$ cat src/rtl/lcd_ci_pkg.sv
// Shared definitions for the LCD custom-instruction writer: FSM state set,
// dataA field positions and elaboration-time helpers.
package lcd_ci_pkg;

    typedef enum logic [2:0] {
        S_IDLE  = 3'd0,
        S_SETUP = 3'd1,
        S_PULSE = 3'd2,
        S_HOLD  = 3'd3,
        S_WAIT  = 3'd4,
        S_DONE  = 3'd5
    } lcd_state_e;

    // dataA control bits
    localparam int RS_BIT   = 0;
    localparam int LONG_BIT = 1;

    // Only 8-bit and 4-bit (nibble) LCD buses exist on HD44780 parts.
    function automatic bit bus_w_legal(input int w);
        return (w == 8) || (w == 4);
    endfunction

    // Largest of the phase lengths; sizes the shared phase counter.
    function automatic int max_cyc(input int a, input int b, input int c,
                                   input int d, input int e);
        int m;
        m = a;
        if (b > m) m = b;
        if (c > m) m = c;
        if (d > m) m = d;
        if (e > m) m = e;
        return m;
    endfunction

endpackage

$ cat src/rtl/lcd_ci_writer_if.sv
// Custom-instruction handshake plus LCD pin bundle. The processor side is
// the master; the writer is the slave that also drives the LCD pins.
interface lcd_ci_writer_if #(
    parameter int BUS_W = 8
);
    logic             clk_en;
    logic             start;
    logic [31:0]      dataA;
    logic [31:0]      dataB;
    logic [31:0]      result;
    logic             done;
    logic             read_write;
    logic             register_select;
    logic             enable_op;
    logic [BUS_W-1:0] data_out;

    modport master (
        output clk_en, start, dataA, dataB,
        input  result, done, read_write, register_select, enable_op, data_out
    );

    modport slave (
        input  clk_en, start, dataA, dataB,
        output result, done, read_write, register_select, enable_op, data_out
    );
endinterface

$ cat src/rtl/lcd_phase_timer.sv
// Loadable down-counter that times one bus phase. 'expired' is high during
// the last enabled cycle of a phase, so a phase loaded with N lasts exactly
// N enabled cycles.
module lcd_phase_timer #(
    parameter int CNT_W = 8
) (
    input  logic             clk,
    input  logic             reset,
    input  logic             en,
    input  logic             load,
    input  logic [CNT_W-1:0] load_val,
    output logic             expired
);
    logic [CNT_W-1:0] count_reg;

    // Load takes priority; otherwise count down while enabled, parking at 0.
    always_ff @(posedge clk or posedge reset) begin
        if (reset) begin
            count_reg <= '0;
        end else if (load) begin
            count_reg <= load_val;
        end else if (en && (count_reg != '0)) begin
            count_reg <= count_reg - CNT_W'(1);
        end
    end

    assign expired = (count_reg <= CNT_W'(1));

endmodule

$ cat src/rtl/lcd_ci_writer.sv
// Nios II multicycle custom instruction that writes one command/data byte
// to an HD44780-class LCD, sequencing RS/data setup, the E pulse, hold and
// the post-write execution delay before pulsing done.
module lcd_ci_writer
    import lcd_ci_pkg::*;
#(
    parameter int BUS_W     = 8,
    parameter int SETUP_CYC = 4,
    parameter int PULSE_CYC = 25,
    parameter int HOLD_CYC  = 4,
    parameter int EXEC_CYC  = 2500,
    parameter int LONG_CYC  = 100000
) (
    input  logic           clk,
    input  logic           reset,
    lcd_ci_writer_if.slave bus
);
    localparam int CNT_W = $clog2(max_cyc(SETUP_CYC, PULSE_CYC, HOLD_CYC,
                                          EXEC_CYC, LONG_CYC)) + 1;

    localparam logic [2:0] ST_IDLE  = 3'(S_IDLE);
    localparam logic [2:0] ST_SETUP = 3'(S_SETUP);
    localparam logic [2:0] ST_PULSE = 3'(S_PULSE);
    localparam logic [2:0] ST_HOLD  = 3'(S_HOLD);
    localparam logic [2:0] ST_WAIT  = 3'(S_WAIT);
    localparam logic [2:0] ST_DONE  = 3'(S_DONE);

    if (!bus_w_legal(BUS_W)) begin : g_bad_bus_w
        $error("lcd_ci_writer: BUS_W must be 8 or 4");
    end

    logic [2:0]       state_reg, state_next;
    logic             rs_reg;
    logic             long_reg;
    logic [3:0]       low_nib_reg;
    logic             nibble_reg;
    logic             e_reg;
    logic [BUS_W-1:0] data_reg;
    logic             done_reg;
    logic [31:0]      result_reg;

    logic             accept;
    logic             step;
    logic             second_beat;
    logic             timer_load;
    logic [CNT_W-1:0] timer_val;
    logic             timer_expired;
    logic             unused_bits;

    // Only RS, LONG and the low byte of the operands carry meaning.
    assign unused_bits = ^{bus.dataA[31:2], bus.dataB[31:8]};

    // A phase ends on its last enabled cycle; nothing advances while frozen.
    assign step        = bus.clk_en && timer_expired;
    // In nibble mode the low nibble still has to go out after the first pulse.
    assign second_beat = (BUS_W == 4) && !nibble_reg;

    lcd_phase_timer #(
        .CNT_W (CNT_W)
    ) u_timer (
        .clk      (clk),
        .reset    (reset),
        .en       (bus.clk_en),
        .load     (timer_load),
        .load_val (timer_val),
        .expired  (timer_expired)
    );

    // Next-state decode; each phase entry reloads the timer with its length.
    always_comb begin
        state_next = state_reg;
        accept     = 1'b0;
        timer_load = 1'b0;
        timer_val  = '0;
        case (state_reg)
            ST_IDLE: begin
                // done_reg blocks a start that overlaps the completion pulse.
                if (bus.clk_en && bus.start && !done_reg) begin
                    accept     = 1'b1;
                    state_next = ST_SETUP;
                    timer_load = 1'b1;
                    timer_val  = CNT_W'(SETUP_CYC);
                end
            end
            ST_SETUP: begin
                if (step) begin
                    state_next = ST_PULSE;
                    timer_load = 1'b1;
                    timer_val  = CNT_W'(PULSE_CYC);
                end
            end
            ST_PULSE: begin
                if (step) begin
                    state_next = ST_HOLD;
                    timer_load = 1'b1;
                    timer_val  = CNT_W'(HOLD_CYC);
                end
            end
            ST_HOLD: begin
                if (step) begin
                    timer_load = 1'b1;
                    if (second_beat) begin
                        state_next = ST_SETUP;
                        timer_val  = CNT_W'(SETUP_CYC);
                    end else begin
                        state_next = ST_WAIT;
                        timer_val  = long_reg ? CNT_W'(LONG_CYC) : CNT_W'(EXEC_CYC);
                    end
                end
            end
            ST_WAIT: begin
                if (step) begin
                    state_next = ST_DONE;
                end
            end
            ST_DONE: begin
                if (bus.clk_en) begin
                    state_next = ST_IDLE;
                end
            end
            default: begin
                state_next = ST_IDLE;
            end
        endcase
    end

    // State register.
    always_ff @(posedge clk or posedge reset) begin
        if (reset) begin
            state_reg <= ST_IDLE;
        end else begin
            state_reg <= state_next;
        end
    end

    // Operand capture, LCD pin drive and completion reporting.
    always_ff @(posedge clk or posedge reset) begin
        if (reset) begin
            rs_reg      <= 1'b0;
            long_reg    <= 1'b0;
            low_nib_reg <= 4'h0;
            nibble_reg  <= 1'b0;
            e_reg       <= 1'b0;
            data_reg    <= '0;
            done_reg    <= 1'b0;
            result_reg  <= 32'd0;
        end else begin
            // done is a single-cycle pulse even if clk_en drops right after.
            done_reg <= 1'b0;
            if (accept) begin
                rs_reg      <= bus.dataA[RS_BIT];
                long_reg    <= bus.dataA[LONG_BIT];
                low_nib_reg <= bus.dataB[3:0];
                nibble_reg  <= 1'b0;
                data_reg    <= (BUS_W == 8) ? BUS_W'(bus.dataB[7:0])
                                            : BUS_W'(bus.dataB[7:4]);
            end
            if ((state_reg == ST_SETUP) && (state_next == ST_PULSE)) begin
                e_reg <= 1'b1;
            end
            if ((state_reg == ST_PULSE) && (state_next == ST_HOLD)) begin
                e_reg <= 1'b0;
            end
            if ((state_reg == ST_HOLD) && (state_next == ST_SETUP)) begin
                data_reg   <= BUS_W'(low_nib_reg);
                nibble_reg <= 1'b1;
            end
            if ((state_reg == ST_DONE) && (state_next == ST_IDLE)) begin
                done_reg   <= 1'b1;
                result_reg <= result_reg + 32'd1;
            end
        end
    end

    assign bus.read_write      = 1'b0;
    assign bus.register_select = rs_reg;
    assign bus.enable_op       = e_reg;
    assign bus.data_out        = data_reg;
    assign bus.done            = done_reg;
    assign bus.result          = result_reg;

endmodule

$ cat src/flat_wrapper.sv
// flat-port wrapper written by rule: the top's interface ports become plain ports
module lcd_ci_writer_flat import lcd_ci_pkg::*;
#(
    parameter int BUS_W     = 8,
    parameter int SETUP_CYC = 4,
    parameter int PULSE_CYC = 25,
    parameter int HOLD_CYC  = 4,
    parameter int EXEC_CYC  = 2500,
    parameter int LONG_CYC  = 100000
)
  (clk, reset, bus_clk_en, bus_start, bus_dataA, bus_dataB, bus_result, bus_done, bus_read_write, bus_register_select, bus_enable_op, bus_data_out);
  lcd_ci_writer_if #(.BUS_W(BUS_W)) bus_i ();
  input  logic clk;
  input  logic reset;
  input wire logic [$bits(bus_i.clk_en)-1:0] bus_clk_en;
  input wire logic [$bits(bus_i.start)-1:0] bus_start;
  input wire logic [$bits(bus_i.dataA)-1:0] bus_dataA;
  input wire logic [$bits(bus_i.dataB)-1:0] bus_dataB;
  output wire logic [$bits(bus_i.result)-1:0] bus_result;
  output wire logic [$bits(bus_i.done)-1:0] bus_done;
  output wire logic [$bits(bus_i.read_write)-1:0] bus_read_write;
  output wire logic [$bits(bus_i.register_select)-1:0] bus_register_select;
  output wire logic [$bits(bus_i.enable_op)-1:0] bus_enable_op;
  output wire logic [$bits(bus_i.data_out)-1:0] bus_data_out;
  assign bus_i.clk_en = bus_clk_en;
  assign bus_i.start = bus_start;
  assign bus_i.dataA = bus_dataA;
  assign bus_i.dataB = bus_dataB;
  assign bus_result = bus_i.result;
  assign bus_done = bus_i.done;
  assign bus_read_write = bus_i.read_write;
  assign bus_register_select = bus_i.register_select;
  assign bus_enable_op = bus_i.enable_op;
  assign bus_data_out = bus_i.data_out;
  lcd_ci_writer #(.BUS_W(BUS_W), .SETUP_CYC(SETUP_CYC), .PULSE_CYC(PULSE_CYC), .HOLD_CYC(HOLD_CYC), .EXEC_CYC(EXEC_CYC), .LONG_CYC(LONG_CYC)) u_core (.clk(clk), .reset(reset), .bus(bus_i));
endmodule
$ cat config.mk
export PLATFORM = sky130hd
export DESIGN_NAME = lcd_ci_writer_flat
export DESIGN_NICKNAME = d
export VERILOG_FILES = /design/src/rtl/lcd_ci_pkg.sv /design/src/rtl/lcd_ci_writer_if.sv /design/src/rtl/lcd_phase_timer.sv /design/src/rtl/lcd_ci_writer.sv /design/src/flat_wrapper.sv
export SDC_FILE = /design/constraint.sdc
export NUM_CORES = 1
export LEC_CHECK = 0
export CORE_ASPECT_RATIO = 0.7
export CORE_MARGIN = 1.5
export CORE_UTILIZATION = 47
export DETAILED_ROUTE_END_ITERATION = 8
export DONT_BUFFER_PORTS = 1
export HOLD_SLACK_MARGIN = 0.05
export SKIP_CTS_REPAIR_TIMING = 1
export SLEW_MARGIN = 20
export SYNTH_ARGS = -nofsm -noshare
export SYNTH_HDL_FRONTEND = slang
export SYNTH_SLANG_ARGS = --single-unit
$ cat constraint.sdc
create_clock -name clk -period 4.1 [get_ports clk]
set_input_delay 0.205 -clock clk [delete_from_list [all_inputs] [get_ports clk]]
set_output_delay 0.205 -clock clk [all_outputs]
set_load 0.01 [all_outputs]
==> flow_summary.ini, run 1 <==
[setup_path]
rr_startpoint = u_core.u_timer.count_reg[0]
cpLargestDelayFamily = compound AO/OA/AOI/OAI gates
rr_worst_depth = 7
path_cells = inv_1 > ha_1 > o21ai_0 > nor3_1 > a21oi_2 > nand2_2 > o221a_2
arrival_ps = 2820
crit_fanout = 12
crit_type = register to register
path_depth = 7
startpoint = u_core.u_timer.count_reg[0]
cp.buffers_inverters = 1
startpoint_type = register
worst_path_max_delay_cell = a21oi_2
cp.required_ps = 4330
crit_path_max_incr_delay_ps = 540
end_kind = register

[detailed_routing]
antenna_left = 0
vias = 2618
drt_pass1_iterations = 4
drt_wl_total_um = 7810
wl_per_cell_um = 17.0
drcViolationCount = 0
vias_per_cell = 5.70
drt_iter0_markers = 248

[worst_hold_path]
hold_class = primary input to register
hp-start = bus_clk_en
whs_path_depth = 2

[grt]
antenna_found_initial = 0
grt_overflow = 0
grt_pass1_vias = 2391
grtUsageTotal_pct = 21.6
grt_pass1_wl_um = 12500
grt_max_degree = 43

[sta]
slew_headroom_pct = 36.2
rsz0062_at_grt = false
hold_viol = 0
fin_crit_sh_pct = 63.1
finClkSkew_ps = 6.25
max_slew.worst_pin.slew_ps = 949
fmax_mhz = 386
fin_setup_tns_ps = 0
setup_viol = 0
fin_crit_ps = 2590
maxSlewViolCount = 0

[placed_design]
placed_cells = 432
dp_hpwl_um = 5350
io_buffers = 0
place_congestion = 0.803

[floorplanning]
io_pins = 112
die_h_um = 73.6
core_area_um2 = 6820
die_area_um2 = 7650
std_cell_rows = 25
initial_utilization_pct = 49.1
die_w_um = 104

[clock_tree]
cts_root_buffer = clkbuf_8
cts.path.max_buffers = 2
cts_sinks = 65
cts_tree = yes
clkTransAtPathRegs_ps = 70
cts_made_buffers = 9
htree_levels = 3
insertion_delay_ps = 340

[yosys]
yosys-top-cells-count = dfrtp_1, nand2_1, nor2_1
syn_area_um2 = 3350
synth_top_area_share_pct = 48.6
synth_top_flop_cell = dfrtp_1
ys_seq_area_share_pct = 48.6
synth-edff-count = 0
synthTopCellsByArea = dfrtp_1, nand2_1, xnor2_1
yosys.area.top_type = dfrtp_1
ys_warn_count = 0
synth_most_common_cell = dfrtp_1
yosys_register_bits = 65
synth_nets = 421
synthDistinctLibCells = 64
async_flop_share_pct = 100
syn_area_per_cell_um2 = 9.59
postSynthCellCount = 349

[job]
max_cap_viol_count = 0

[cells_and_area]
fillers = 635
antenna_cells = 0
multi_input_area_um2 = 1610
seq_area_um2 = 1630
area_growth_pct = 11.1
drive_above_1_share_pct = 10.1
num-nets-final = 432
instances_no_fill = 459
largest_register_ff_count = 32

[pwr]
leakage_nw = 1.69
power_density_nw_per_um2 = 576
ir_drop_uv = 334

[status]
status = complete, no violations
[final cells by class]
| type | count | area share (%) |
|---|---|---|
| Clock buffer | 11 | 3.80 |
| Clock inverter | 5 | 1.48 |
| Inverter | 14 | 1.41 |
| Multi-Input combinational cell | 258 | 43.2 |
| Sequential cell | 65 | 43.7 |
| Tap cell | 94 | 3.16 |
| Timing Repair Buffer | 12 | 3.16 |
[power by group]
group | leakage, nW | total (mW) | switching [mW] | internal (mW)
Clock | 0.0953 | 0.550 | 0.254 | 0.295
Combinational | 0.741 | 0.599 | 0.349 | 0.250
Sequential | 0.853 | 0.992 | 0.217 | 0.775
[per-layer routing]
layer,up-vias,wire (um),GRT usage (%)
met5,-,0,0
met4,0,46,5.56
met3,4,657,7.99
met2,84,3350,30.6
met1,1282,3760,31.2
li1,1248,-,-
[placed cells by master, fill, tap and decap left out, types with 5 or more instances in the layout]
master and count:
dfrtp_1 65, nand2_1 59, nor2_1 29, nand3_1 21, xnor2_1 21, nor3_1 14, inv_1 13, xor2_1 13
nand4_1 11, dlygate4sd3_1 11, clkbuf_8 10, o21ai_0 5, nor4_1 5, a31oi_1 5
[stage by stage]
step	power (mW)	hold WS (ps)	area, um^2	worst slack [ps]	util, %
floorplan	1.45	310	3350	2160	-
global placement	1.56	150	3410	1580	50.0
detailed placement	1.58	160	3410	1540	50.0
CTS	2.14	-219	3610	1500	52.9
global route	2.30	85.8	3720	1320	54.5
finish	2.14	76.0	3720	1510	54.5
[path summary, 6_finish.rpt]
path,to,slack (ps)
worst min-delay path,u_core.state_reg[2],80
worst max register to register,u_core.u_timer.count_reg[6],1510
worst max-delay path,u_core.u_timer.count_reg[6],1510
min in group asynchronous,u_core.bus.result[12],350
worst min register to register,u_core.bus.result[31],540
max in group asynchronous,u_core.bus.result[19],2830
[kinds of logic after synthesis]
group | Yosys count | synth area share, %
buffers and inverters | 26 | 3.40
multiplexers | 2 | 0.635
AO/OA/AOI/OAI | 48 | 11.1
other | 1 | 0.112
flip-flops | 65 | 48.6
AND/OR/NAND/NOR | 169 | 25.7
XOR/XNOR | 34 | 8.89
adder cells (fa/ha/maj) | 4 | 1.49
No activity file was read; power rests on OpenSTA's default activity.
==> inputs of run 2 (changes only) <==
==> constraint.sdc (replaced) <==
create_clock -name clk -period 2.4 [get_ports clk]
set_input_delay 0.12 -clock clk [delete_from_list [all_inputs] [get_ports clk]]
set_output_delay 0.12 -clock clk [all_outputs]
set_load 0.01 [all_outputs]
==> flow_summary.ini, run 2 (synthesized netlist as in run 1, its figures left out) <==
[grt]
grt_max_degree = 66
grt_pass1_vias = 2362
grtUsageTotal_pct = 21.1
grt_overflow = 0
antenna_found_initial = 0
grt_pass1_wl_um = 12300

[pwr]
power_density_nw_per_um2 = 1030
p_int_mw = 2.61
p_comb_share_pct = 30.3
leakage_nw = 1.82
p_sw_share_pct = 35.4
p_sw_mw = 1.43
ir_drop_uv = 579
seqPwrFrac_pct = 41.3
pwr-share-clk_pct = 28.5

[sta]
max_slew.worst_pin.slew_ps = 819
slew_headroom_pct = 45.4
finClkSkew_ps = 9.18
fin_crit_sh_pct = 92.0
hold_viol = 0
fin_setup_tns_ps = 0
setup_viol = 0
maxSlewViolCount = 0
fmax_mhz = 453
rsz0062_at_grt = false
final.setup.worst_slack_ps = 192
fin_crit_ps = 2210

[detailed_routing]
antenna_left = 0
vias_per_cell = 5.59
vias = 2681
wl_per_cell_um = 16.0
drcViolationCount = 0
drt_wl_total_um = 7700
drt_pass1_iterations = 5
drt_iter0_markers = 184

[cells_and_area]
final_common_cell = dfrtp_1
drive_above_1_share_pct = 14.8
final_cell_mix = dfrtp_1, nand2_1, nor2_1
antenna_cells = 0
area_growth_pct = 17.3
postLayoutCellArea_um2 = 3930
largest_register_ff_count = 32
num-nets-final = 453

[worst_hold_path]
hold_class = primary input to register
whs_path_depth = 2

[clock_tree]
cts.path.max_buffers = 2
insertion_delay_ps = 350
htree_levels = 3
cts_made_buffers = 9
cts_root_buffer = clkbuf_8
cts_tree = yes
cts_sinks = 65
clkTransAtPathRegs_ps = 70

[placed_design]
dpl-instance-area_um2 = 3560
io_buffers = 0
dp_slack_ps = 227
place_congestion = 0.801
dp_hpwl_um = 5340

[status]
status = complete, no violations

[setup_path]
cp.required_ps = 2650
crit_fanout = 7
rr_worst_depth = 5
crit_type = register to register
end_kind = register
startpoint_type = register
arrival_ps = 2460

[floorplanning]
std_cell_rows = 25
die_h_um = 73.6
core_area_um2 = 6820
io_pins = 112
die_area_um2 = 7650
initial_utilization_pct = 49.1
die_w_um = 104

[job]
max_cap_viol_count = 0
-- run 2: worst paths after layout --
kind	start	endpoint	slack, ps
worst max-delay path	u_core.u_timer.count_reg[2]	u_core.u_timer.count_reg[5]	190
max in group asynchronous	reset	u_core.u_timer.count_reg[12]	1390
worst max register to register	u_core.u_timer.count_reg[2]	u_core.u_timer.count_reg[5]	190
worst min-delay path	bus_clk_en	u_core.u_timer.count_reg[9]	60
min in group asynchronous	reset	u_core.bus.result[7]	450
worst min register to register	u_core.bus.result[31]	u_core.bus.result[31]	550
-- run 2: power by group through the flow --
stage	clock, mW	sequential, mW	combinational (mW)
4_1_cts	1.17	1.66	1.19
3_5_place_dp	0	1.67	1.19
6_report	1.15	1.66	1.22
5_1_grt	1.22	1.71	1.37
3_3_place_gp	0	1.68	1.17
2_1_floorplan	0	1.59	0.882
-- run 2: through the flow --
step                      instances  hold WS [ps]  power [mW]  util [%]
final                           480          57.9        4.03      57.6
after global routing            480          64.8        4.29      57.6
after CTS                       468          -133        4.03      55.8
after global placement          452           227        2.85      52.2
after floorplan                 349           225        2.47         -
after detailed placement        452           231        2.86      52.2
-- run 2: final cells by class --
cell class | instances | area [um^2]
Fill cell | 611 | 2890
Sequential cell | 65 | 1630
Multi-Input combinational cell | 258 | 1610
Timing Repair Buffer | 33 | 278
Clock buffer | 11 | 141
Tap cell | 94 | 118
Clock inverter | 5 | 103
Inverter | 14 | 52.6
-- run 2: metal layers --
metal	vias up	share of wire [%]	GRT usage, %	wire length (um)
met1	1291	50	31.5	3820
li1	1298	-	-	-
met4	0	0.79	6.02	61
met5	-	0	0	0
met2	86	42	28.2	3220
met3	6	7.9	7.99	605
-- run 2: critical path, stage by stage, from the launching register on --
cell and delay, ps:
dfrtp_1 450, nor4_1 450, and4_1 430, nand4_1 310, nor2_1 250, a2bb2oi_1 220
